## src/rtl/writeback_regfile_if.sv

```systemverilog
// Writeback bus between execute (master) and the writeback/register-file stage (slave).
// Carries the retiring result, both destinations, the next RIP and the architectural state view.
interface writeback_regfile_if;
    logic                 wbValidIn;
    logic [0:3]           destRegIn;
    logic                 destRegValidIn;
    logic [63:0]          destRegValueIn;
    logic [0:3]           destRegisterSpecialIn;
    logic                 destRegisterSpecialValidIn;
    logic [63:0]          destRegisterSpecialValueIn;
    logic [0:63]          nextRipIn;
    logic [15:0][63:0]    registerFileOut;
    logic [0:63]          ripOut;
    logic                 wbStallOut;
    logic                 wbDoneOut;
    logic [63:0]          retiredCountOut;

    modport master (
        output wbValidIn, destRegIn, destRegValidIn, destRegValueIn,
        output destRegisterSpecialIn, destRegisterSpecialValidIn, destRegisterSpecialValueIn,
        output nextRipIn,
        input  registerFileOut, ripOut, wbStallOut, wbDoneOut, retiredCountOut
    );

    modport slave (
        input  wbValidIn, destRegIn, destRegValidIn, destRegValueIn,
        input  destRegisterSpecialIn, destRegisterSpecialValidIn, destRegisterSpecialValueIn,
        input  nextRipIn,
        output registerFileOut, ripOut, wbStallOut, wbDoneOut, retiredCountOut
    );
endinterface

```

## src/rtl/writeback_regfile.sv

```systemverilog
// Writeback stage: owns the 16 x 64-bit register file and RIP, retires one instruction per
// cycle, and serialises two-destination instructions (e.g. RDX:RAX) over the single write
// port with a one-cycle stall.
// Optional feature: define WB_FORWARD_EN to make registerFileOut write-through.
module writeback_regfile #(
    parameter logic [63:0] RESET_RIP = 64'h0
) (
    input  logic                 clk,
    input  logic                 reset,
    writeback_regfile_if.slave   wb_io
);

    typedef enum logic {
        StIdle,
        StWriteSpecial
    } state_e;

    state_e             state_q;
    logic [15:0][63:0]  rf_q;
    logic [0:63]        rip_q;
    logic [3:0]         spec_code_q;
    logic [63:0]        spec_val_q;
    logic               done_q;
    logic [63:0]        count_q;
    logic [15:0][63:0]  rf_view;

    // Retire FSM: primary write + RIP in IDLE, deferred second write in WRITE_SPECIAL.
    always_ff @(posedge clk or posedge reset) begin
        if (reset) begin
            state_q     <= StIdle;
            rf_q        <= '0;
            rip_q       <= RESET_RIP;
            spec_code_q <= '0;
            spec_val_q  <= '0;
            done_q      <= 1'b0;
            count_q     <= '0;
        end else begin
            done_q <= 1'b0;
            unique case (state_q)
                StIdle: begin
                    if (wb_io.wbValidIn) begin
                        if (wb_io.destRegValidIn) begin
                            rf_q[wb_io.destRegIn] <= wb_io.destRegValueIn;
                        end
                        rip_q <= wb_io.nextRipIn;
                        if (wb_io.destRegisterSpecialValidIn) begin
                            // Retirement completes only once the second write has landed.
                            spec_code_q <= wb_io.destRegisterSpecialIn;
                            spec_val_q  <= wb_io.destRegisterSpecialValueIn;
                            state_q     <= StWriteSpecial;
                        end else begin
                            done_q  <= 1'b1;
                            count_q <= count_q + 64'd1;
                        end
                    end
                end
                StWriteSpecial: begin
                    // Lands after the primary write, so it wins on a shared code.
                    rf_q[spec_code_q] <= spec_val_q;
                    done_q            <= 1'b1;
                    count_q           <= count_q + 64'd1;
                    state_q           <= StIdle;
                end
                default: state_q <= StIdle;
            endcase
        end
    end

    // Architectural register view, optionally bypassing the write in flight.
    always_comb begin
        rf_view = rf_q;
`ifdef WB_FORWARD_EN
        if (state_q == StIdle && wb_io.wbValidIn && wb_io.destRegValidIn) begin
            rf_view[wb_io.destRegIn] = wb_io.destRegValueIn;
        end else if (state_q == StWriteSpecial) begin
            rf_view[spec_code_q] = spec_val_q;
        end
`endif
    end

    assign wb_io.registerFileOut = rf_view;
    assign wb_io.ripOut          = rip_q;
    assign wb_io.wbStallOut      = (state_q == StWriteSpecial);
    assign wb_io.wbDoneOut       = done_q;
    assign wb_io.retiredCountOut = count_q;

endmodule

```

## src/flat_wrapper.sv

```systemverilog
// flat-port wrapper written by rule: the top's interface ports become plain ports
module writeback_regfile_flat 
#(
    parameter logic [63:0] RESET_RIP = 64'h0
)
  (clk, reset, wb_io_wbValidIn, wb_io_destRegIn, wb_io_destRegValidIn, wb_io_destRegValueIn, wb_io_destRegisterSpecialIn, wb_io_destRegisterSpecialValidIn, wb_io_destRegisterSpecialValueIn, wb_io_nextRipIn, wb_io_registerFileOut, wb_io_ripOut, wb_io_wbStallOut, wb_io_wbDoneOut, wb_io_retiredCountOut);
  writeback_regfile_if wb_io_i ();
  input  logic clk;
  input  logic reset;
  input wire logic [$bits(wb_io_i.wbValidIn)-1:0] wb_io_wbValidIn;
  input wire logic [$bits(wb_io_i.destRegIn)-1:0] wb_io_destRegIn;
  input wire logic [$bits(wb_io_i.destRegValidIn)-1:0] wb_io_destRegValidIn;
  input wire logic [$bits(wb_io_i.destRegValueIn)-1:0] wb_io_destRegValueIn;
  input wire logic [$bits(wb_io_i.destRegisterSpecialIn)-1:0] wb_io_destRegisterSpecialIn;
  input wire logic [$bits(wb_io_i.destRegisterSpecialValidIn)-1:0] wb_io_destRegisterSpecialValidIn;
  input wire logic [$bits(wb_io_i.destRegisterSpecialValueIn)-1:0] wb_io_destRegisterSpecialValueIn;
  input wire logic [$bits(wb_io_i.nextRipIn)-1:0] wb_io_nextRipIn;
  output wire logic [$bits(wb_io_i.registerFileOut)-1:0] wb_io_registerFileOut;
  output wire logic [$bits(wb_io_i.ripOut)-1:0] wb_io_ripOut;
  output wire logic [$bits(wb_io_i.wbStallOut)-1:0] wb_io_wbStallOut;
  output wire logic [$bits(wb_io_i.wbDoneOut)-1:0] wb_io_wbDoneOut;
  output wire logic [$bits(wb_io_i.retiredCountOut)-1:0] wb_io_retiredCountOut;
  assign wb_io_i.wbValidIn = wb_io_wbValidIn;
  assign wb_io_i.destRegIn = wb_io_destRegIn;
  assign wb_io_i.destRegValidIn = wb_io_destRegValidIn;
  assign wb_io_i.destRegValueIn = wb_io_destRegValueIn;
  assign wb_io_i.destRegisterSpecialIn = wb_io_destRegisterSpecialIn;
  assign wb_io_i.destRegisterSpecialValidIn = wb_io_destRegisterSpecialValidIn;
  assign wb_io_i.destRegisterSpecialValueIn = wb_io_destRegisterSpecialValueIn;
  assign wb_io_i.nextRipIn = wb_io_nextRipIn;
  assign wb_io_registerFileOut = wb_io_i.registerFileOut;
  assign wb_io_ripOut = wb_io_i.ripOut;
  assign wb_io_wbStallOut = wb_io_i.wbStallOut;
  assign wb_io_wbDoneOut = wb_io_i.wbDoneOut;
  assign wb_io_retiredCountOut = wb_io_i.retiredCountOut;
  writeback_regfile #(.RESET_RIP(RESET_RIP)) u_core (.clk(clk), .reset(reset), .wb_io(wb_io_i));
endmodule
```

## config.mk

```make
export PLATFORM = sky130hd
export DESIGN_NAME = writeback_regfile_flat
export DESIGN_NICKNAME = d
export VERILOG_FILES = /design/src/rtl/writeback_regfile_if.sv /design/src/rtl/writeback_regfile.sv /design/src/flat_wrapper.sv
export SDC_FILE = /design/constraint.sdc
export NUM_CORES = 2
export LEC_CHECK = 0
export ABC_AREA = 1
export CAP_MARGIN = 30
export CORE_AREA = 2 2 528 530
export DETAILED_ROUTE_END_ITERATION = 10
export DIE_AREA = 0 0 530 532
export GPL_ROUTABILITY_DRIVEN = 0
export GPL_TIMING_DRIVEN = 0
export HOLD_SLACK_MARGIN = 0.02
export PLACE_DENSITY_LB_ADDON = 0.05
export SETUP_SLACK_MARGIN = 0.3
export SLEW_MARGIN = 25
export SYNTH_ARGS = -nofsm -noshare
export SYNTH_HDL_FRONTEND = slang
export SYNTH_SLANG_ARGS = --single-unit
```

## constraint.sdc

```tcl
create_clock -name clk -period 46.4 [get_ports clk]
set_clock_uncertainty 0.15 [all_clocks]
set_input_delay 4.64 -clock clk [delete_from_list [all_inputs] [get_ports clk]]
set_output_delay 4.64 -clock clk [all_outputs]
set_load 0.01 [all_outputs]
```

After elaboration in Yosys (flattened, before gate mapping)
Index checks and enable logic that the tools add are counted.
{ "totals": {"output_inout_bits": 1154, "elab_cells": 55, "reg_bits": 1222} }
{ "classes": {"muxes": 18, "addsub": 1, "n_reduce_logical": 6, "n_eq_ne": 3, "n_lt_le_gt_ge": 4, "bitwise": 1} }
{ "ops": {"columns": ["op", "n"], "rows": [
  ["$bwmux W1024", 2],
  ["$mux W1024", 2],
  ["$pmux W1024 S2", 1],
  ["$demux W64 S4", 2],
  ["$mux W64", 4],
  ["$pmux W64 S2", 1],
  ["$add A64 B1 Y64 const B", 1],
  ["$lt A4 B5 Y1 const B", 2],
  ["$ge A4 B1 Y1 const B", 2],
  ["$ne A2 B2 Y1 const B", 3],
  ["$reduce_and A2 Y1", 3],
  ["$mux W1", 4],
  ["$pmux W1 S2", 2],
  ["$reduce_and A3 Y1", 1],
  ["$logic_and A1 B1 Y1", 2],
  ["$not A1 Y1", 1]
]} }

Longest topological paths before layout
{ "logic_depth": {"word_depth": 8, "depth_mapped": 11} }

Least setup slack after synthesis
No wires, ideal clock.
{ "synth_timing": {"path_type": "in2reg", "start": "input port wb_io_destRegValidIn", "end": "register u_core.rf_q, in the netlist u_core.wb_io.registerFileOut[232]", "arrival_ns": 5.594, "n_path_buf": 3, "slack_ns": 40.530, "path_stages": 8, "path_cell_list": "nand2_1 > nor2_4 > buf_4 > nand3_1 > o21ai_1 > buf_2 > buf_2 > o21ai_0"} }
{ "synth_between": {"elab_chain_len": 2} }
{ "synth_lines": {"columns": ["item", "line", "text"], "rows": [
  ["from (decl)", "flat_wrapper.sv:12", "input wire logic [$bits(wb_io_i.destRegValidIn)-1:0] wb_io_destRegValidIn;"],
  ["$ne A2 B2 Y1 (no line)", null, null],
  ["$reduce_and A2 Y1 (no line)", null, null],
  ["to (signal, indexed assignment)", "writeback_regfile.sv:43", "rf_q[wb_io.destRegIn] <= wb_io.destRegValueIn;"],
  ["to (signal, indexed assignment)", "writeback_regfile.sv:59", "rf_q[spec_code_q] <= spec_val_q;"],
  ["to (decl)", "writeback_regfile.sv:19", "logic [15:0][63:0] rf_q;"]
]} }
Every way passes these cells.
A chain may end at the register's enable or synchronous reset.

Worst setup path in the final report
{ "layout_timing": {"start": "register u_core.rf_q, in the netlist u_core.wb_io.registerFileOut[366]", "end": "output port wb_io_registerFileOut[366]"} }
{ "layout_rtl": {"columns": ["item", "line", "text"], "rows": [
  ["to (decl)", "flat_wrapper.sv:18", "output wire logic [$bits(wb_io_i.registerFileOut)-1:0] wb_io_registerFileOut;"]
]} }
No word-level cell between the ends.

==> flow_summary.json <==
{
  "grt_start_max_net_pins": 91,
  "overflow": 0,
  "finalCoreUtilization_pct": 29.8,
  "cts.clk_slew.worst_paths_ns": 0.06,
  "synthArstFlopShare_pct": 100,
  "cts.sinks": 1222,
  "p_leak_nw": 34.5,
  "crit_type": "flip-flop to output port",
  "period_minus_slack_ns": 6.88,
  "min_path_cells": 2,
  "drt_wl_total_um": 386000,
  "grt_pass1_wl_um": 515000,
  "synth-edff-count": 0,
  "path_cells": "clkdlybuf4s50_1",
  "cts_setup_buffers": 0,
  "r2r_cells": 8,
  "syn_area_per_cell_sq_um": 8.17,
  "die_w_um": 530,
  "path_delay_family": "buffers and inverters",
  "setup_viol": 0,
  "core-area_sq_mm": 0.276,
  "drt_iter0_drc": 5272,
  "dpl.hpwl_um": 293000,
  "clock_latency_ns": 0.86,
  "cellPowerDensity_mw_per_mm2": 59.0,
  "antenna_found_initial": 47,
  "path_buf_inv": 1,
  "netlist.area_leader.share_pct": 53.3,
  "syn_inst": 7028,
  "die_height_um": 532,
  "rrSetupSlack_ns": 43.29,
  "fillers": 29800,
  "critical_path_arrival_ns": 2.09,
  "seq_area_sq_mm": 0.0306,
  "rsz0062_at_grt": "no",
  "slew_viol_final": 0,
  "grt_pass1_vias": 58000,
  "wl_per_cell_um": 31.1,
  "track_usage_pct": 26.6,
  "hold_path_class": "flip-flop to flip-flop",
  "synth_area_leaders": "dfrtp_1 53%, nand2_1 12%, o22ai_1 11%",
  "ant_nets": 0,
  "areaGrowthSynthToFinish_pct": 43.0,
  "synthTopCellsByCount": "1777 x nand2_1, 1222 x dfrtp_1, 1092 x inv_1",
  "critical-path-slowest-cell": "clkdlybuf4s50_1",
  "start_util_pct": 20.8,
  "routed_via_density": 4.72,
  "instances_no_fill": 12400,
  "hold_viol": 0,
  "h-tree-depth": 4,
  "endpoint_kind": "output port",
  "synth_top_area_cell": "dfrtp_1",
  "pre_cts_ws_ns": 38.68,
  "placedCellCount": 12100,
  "boundaryPins": 1359,
  "syn_nets": 7234,
  "multi_input_area_sq_mm": 0.0197,
  "root_buffer": "clkbuf_16",
  "min-delay-start": "u_core.spec_val_q[23]$_DFFE_PP0P_",
  "yosysSeqAreaShare_pct": 53.3,
  "cts_made_buffers": 164,
  "status": "complete, no violations",
  "final_cell_area_sq_mm": 0.0821,
  "ys_ff_latch": 1222,
  "dieArea_sq_mm": 0.282,
  "cts-hold-fix-buffers": 0,
  "startpoint_type": "flip-flop",
  "drv_cap": 0,
  "rows": 193,
  "clockBufferDepth": 3,
  "ir_drop_v": 0.0000394,
  "io_buffers": 1358,
  "netlist_area_sq_mm": 0.0574,
  "fmax_mhz": 145,
  "dpl_cell_area_sq_mm": 0.0765,
  "synthFlopType": "dfrtp_1",
  "tightest_slew_ns": 1.06,
  "whs_endpoint": "u_core.spec_val_q[23]$_DFFE_PP0P_",
  "totalPowerFinal_mw": 4.85,
  "slew_headroom_pct": 28.9,
  "fin_ws_ns": 39.52,
  "crit_required_ns": 41.61,
  "reg2reg_from": "u_core.wb_io.wbStallOut$_DFF_PP0_",
  "tritoncts": "built",
  "reg2reg_to": "u_core.wb_io.registerFileOut[206]$_DFFE_PP0P_",
  "drt_pass1_iterations": 9,
  "yosysMostFrequentCell": "nand2_1",
  "critPathMaxStageDelay_ns": 0.63,
  "ys_warn_count": 0,
  "tns_ns": 0,
  "drive_above_1_share_pct": 8.38,
  "synth_cell_type_count": 29,
  "timing.hold.ws_ns": 0.322,
  "nNetsFinal": 8789,
  "fin_crit_sh_pct": 14.8,
  "cts_resized": 0,
  "vias": 58700,
  "worst-path-max-fanout": 2,
  "drc": 0
}
==> sequential cells by signal (all words and copies together) (netlist names) <==
name and count:
u_core.wb_io.wbStallOut 1, u_core.spec_code_q 4, u_core.wb_io.wbDoneOut 1, u_core.spec_val_q 64, u_core.wb_io.retiredCountOut 64, u_core.wb_io.registerFileOut 1024, u_core.wb_io.ripOut 64
==> cells in the final DEF (no fill, tap or decap), types with 2 or more instances in the layout <==
| cell type | count |
|---|---|
| buf_1 | 63 |
| buf_12 | 3 |
| buf_16 | 27 |
| buf_2 | 282 |
| buf_4 | 107 |
| buf_6 | 2 |
| bufinv_16 | 8 |
| clkbuf_1 | 184 |
| clkbuf_16 | 166 |
| clkbuf_2 | 11 |
| clkbuf_8 | 42 |
| clkdlybuf4s50_1 | 1358 |
| clkinv_16 | 5 |
| clkinv_2 | 26 |
| clkinv_8 | 4 |
| dfrtp_1 | 1222 |
| diode_2 | 26 |
| inv_1 | 1091 |
| inv_16 | 4 |
| inv_2 | 8 |
| nand2_1 | 1776 |
| nand2_2 | 18 |
| nand3_1 | 39 |
| nand3b_1 | 8 |
| nor2_1 | 121 |
| nor2_2 | 3 |
| nor2_4 | 7 |
| nor3_1 | 4 |
| o21ai_0 | 528 |
| o21ai_1 | 532 |
| o21ai_2 | 3 |
| o22ai_1 | 1024 |
| xnor2_1 | 14 |
| xor2_1 | 15 |
==> worst register-to-register path, cell delays in order, from the launching register on <==
cell     delay (ns)
dfrtp_1        0.47
inv_2          0.10
buf_4          0.42
buf_2          0.30
nand2_1        0.56
buf_2          0.51
o22ai_1        0.22
nand2_1        0.17
o21ai_0        0.14
==> kinds of logic after synthesis <==
kind of cell               Yosys count  synth area share, %
xor gates and xnor gates            29                0.442
AOI/OAI and AO/OA                 2089                 20.5
adders and majority gates            1               0.0218
buffers and inverters             1707                 12.5
and+or+nand+nor                   1980                 13.3
DFF                               1222                 53.3
==> metal layers <==
layer / global-route usage [%] / vias to the layer above / routed length (um)
li1: - / 26200 / -
met1: 32.7 / 29500 / 156000
met2: 42.6 / 2508 / 178000
met3: 8.67 / 486 / 35200
met4: 11.0 / 4 / 17100
met5: 0 / - / 29
==> power by group <==
| part | switching, mW | leakage (nW) | total (mW) | internal [mW] |
|---|---|---|---|---|
| sequential | 0.319 | 15.4 | 1.76 | 1.44 |
| clock | 0.560 | 2.73 | 1.33 | 0.775 |
| combinational | 0.941 | 16.4 | 1.75 | 0.814 |
| total | 1.82 | 34.5 | 4.85 | 3.03 |
==> worst max-delay path by stage <==
stage                                                              from                                       endpoint  slack [ns]  depth (start not counted)
after global placement                                            reset  u_core.wb_io.registerFileOut[607]$_DFFE_PP0P_      -13.61                          2
after detailed placement                                wb_io_wbValidIn  u_core.wb_io.registerFileOut[927]$_DFFE_PP0P_       38.68                          9
after global routing      u_core.wb_io.registerFileOut[105]$_DFFE_PP0P_                     wb_io_registerFileOut[105]       39.44                          1
final                     u_core.wb_io.registerFileOut[366]$_DFFE_PP0P_                     wb_io_registerFileOut[366]       39.52                          1
after CTS                 u_core.wb_io.registerFileOut[301]$_DFFE_PP0P_                     wb_io_registerFileOut[301]       39.42                          1
after floorplan                                                   reset              u_core.spec_code_q[0]$_DFFE_PP0P_        7.18                          1
==> cell type report <==
type | instances | area share [%]
clock buffer | 249 | 5.95
buffer | 607 | 3.72
clock inverter | 48 | 0.820
antenna | 26 | 0.0792
inverter | 1100 | 5.04
sequential | 1222 | 37.2
multi-input combinational | 4099 | 23.9
tap | 3705 | 5.65
timing repair buffer | 1389 | 17.5
(Power assumes the default switching activity.)
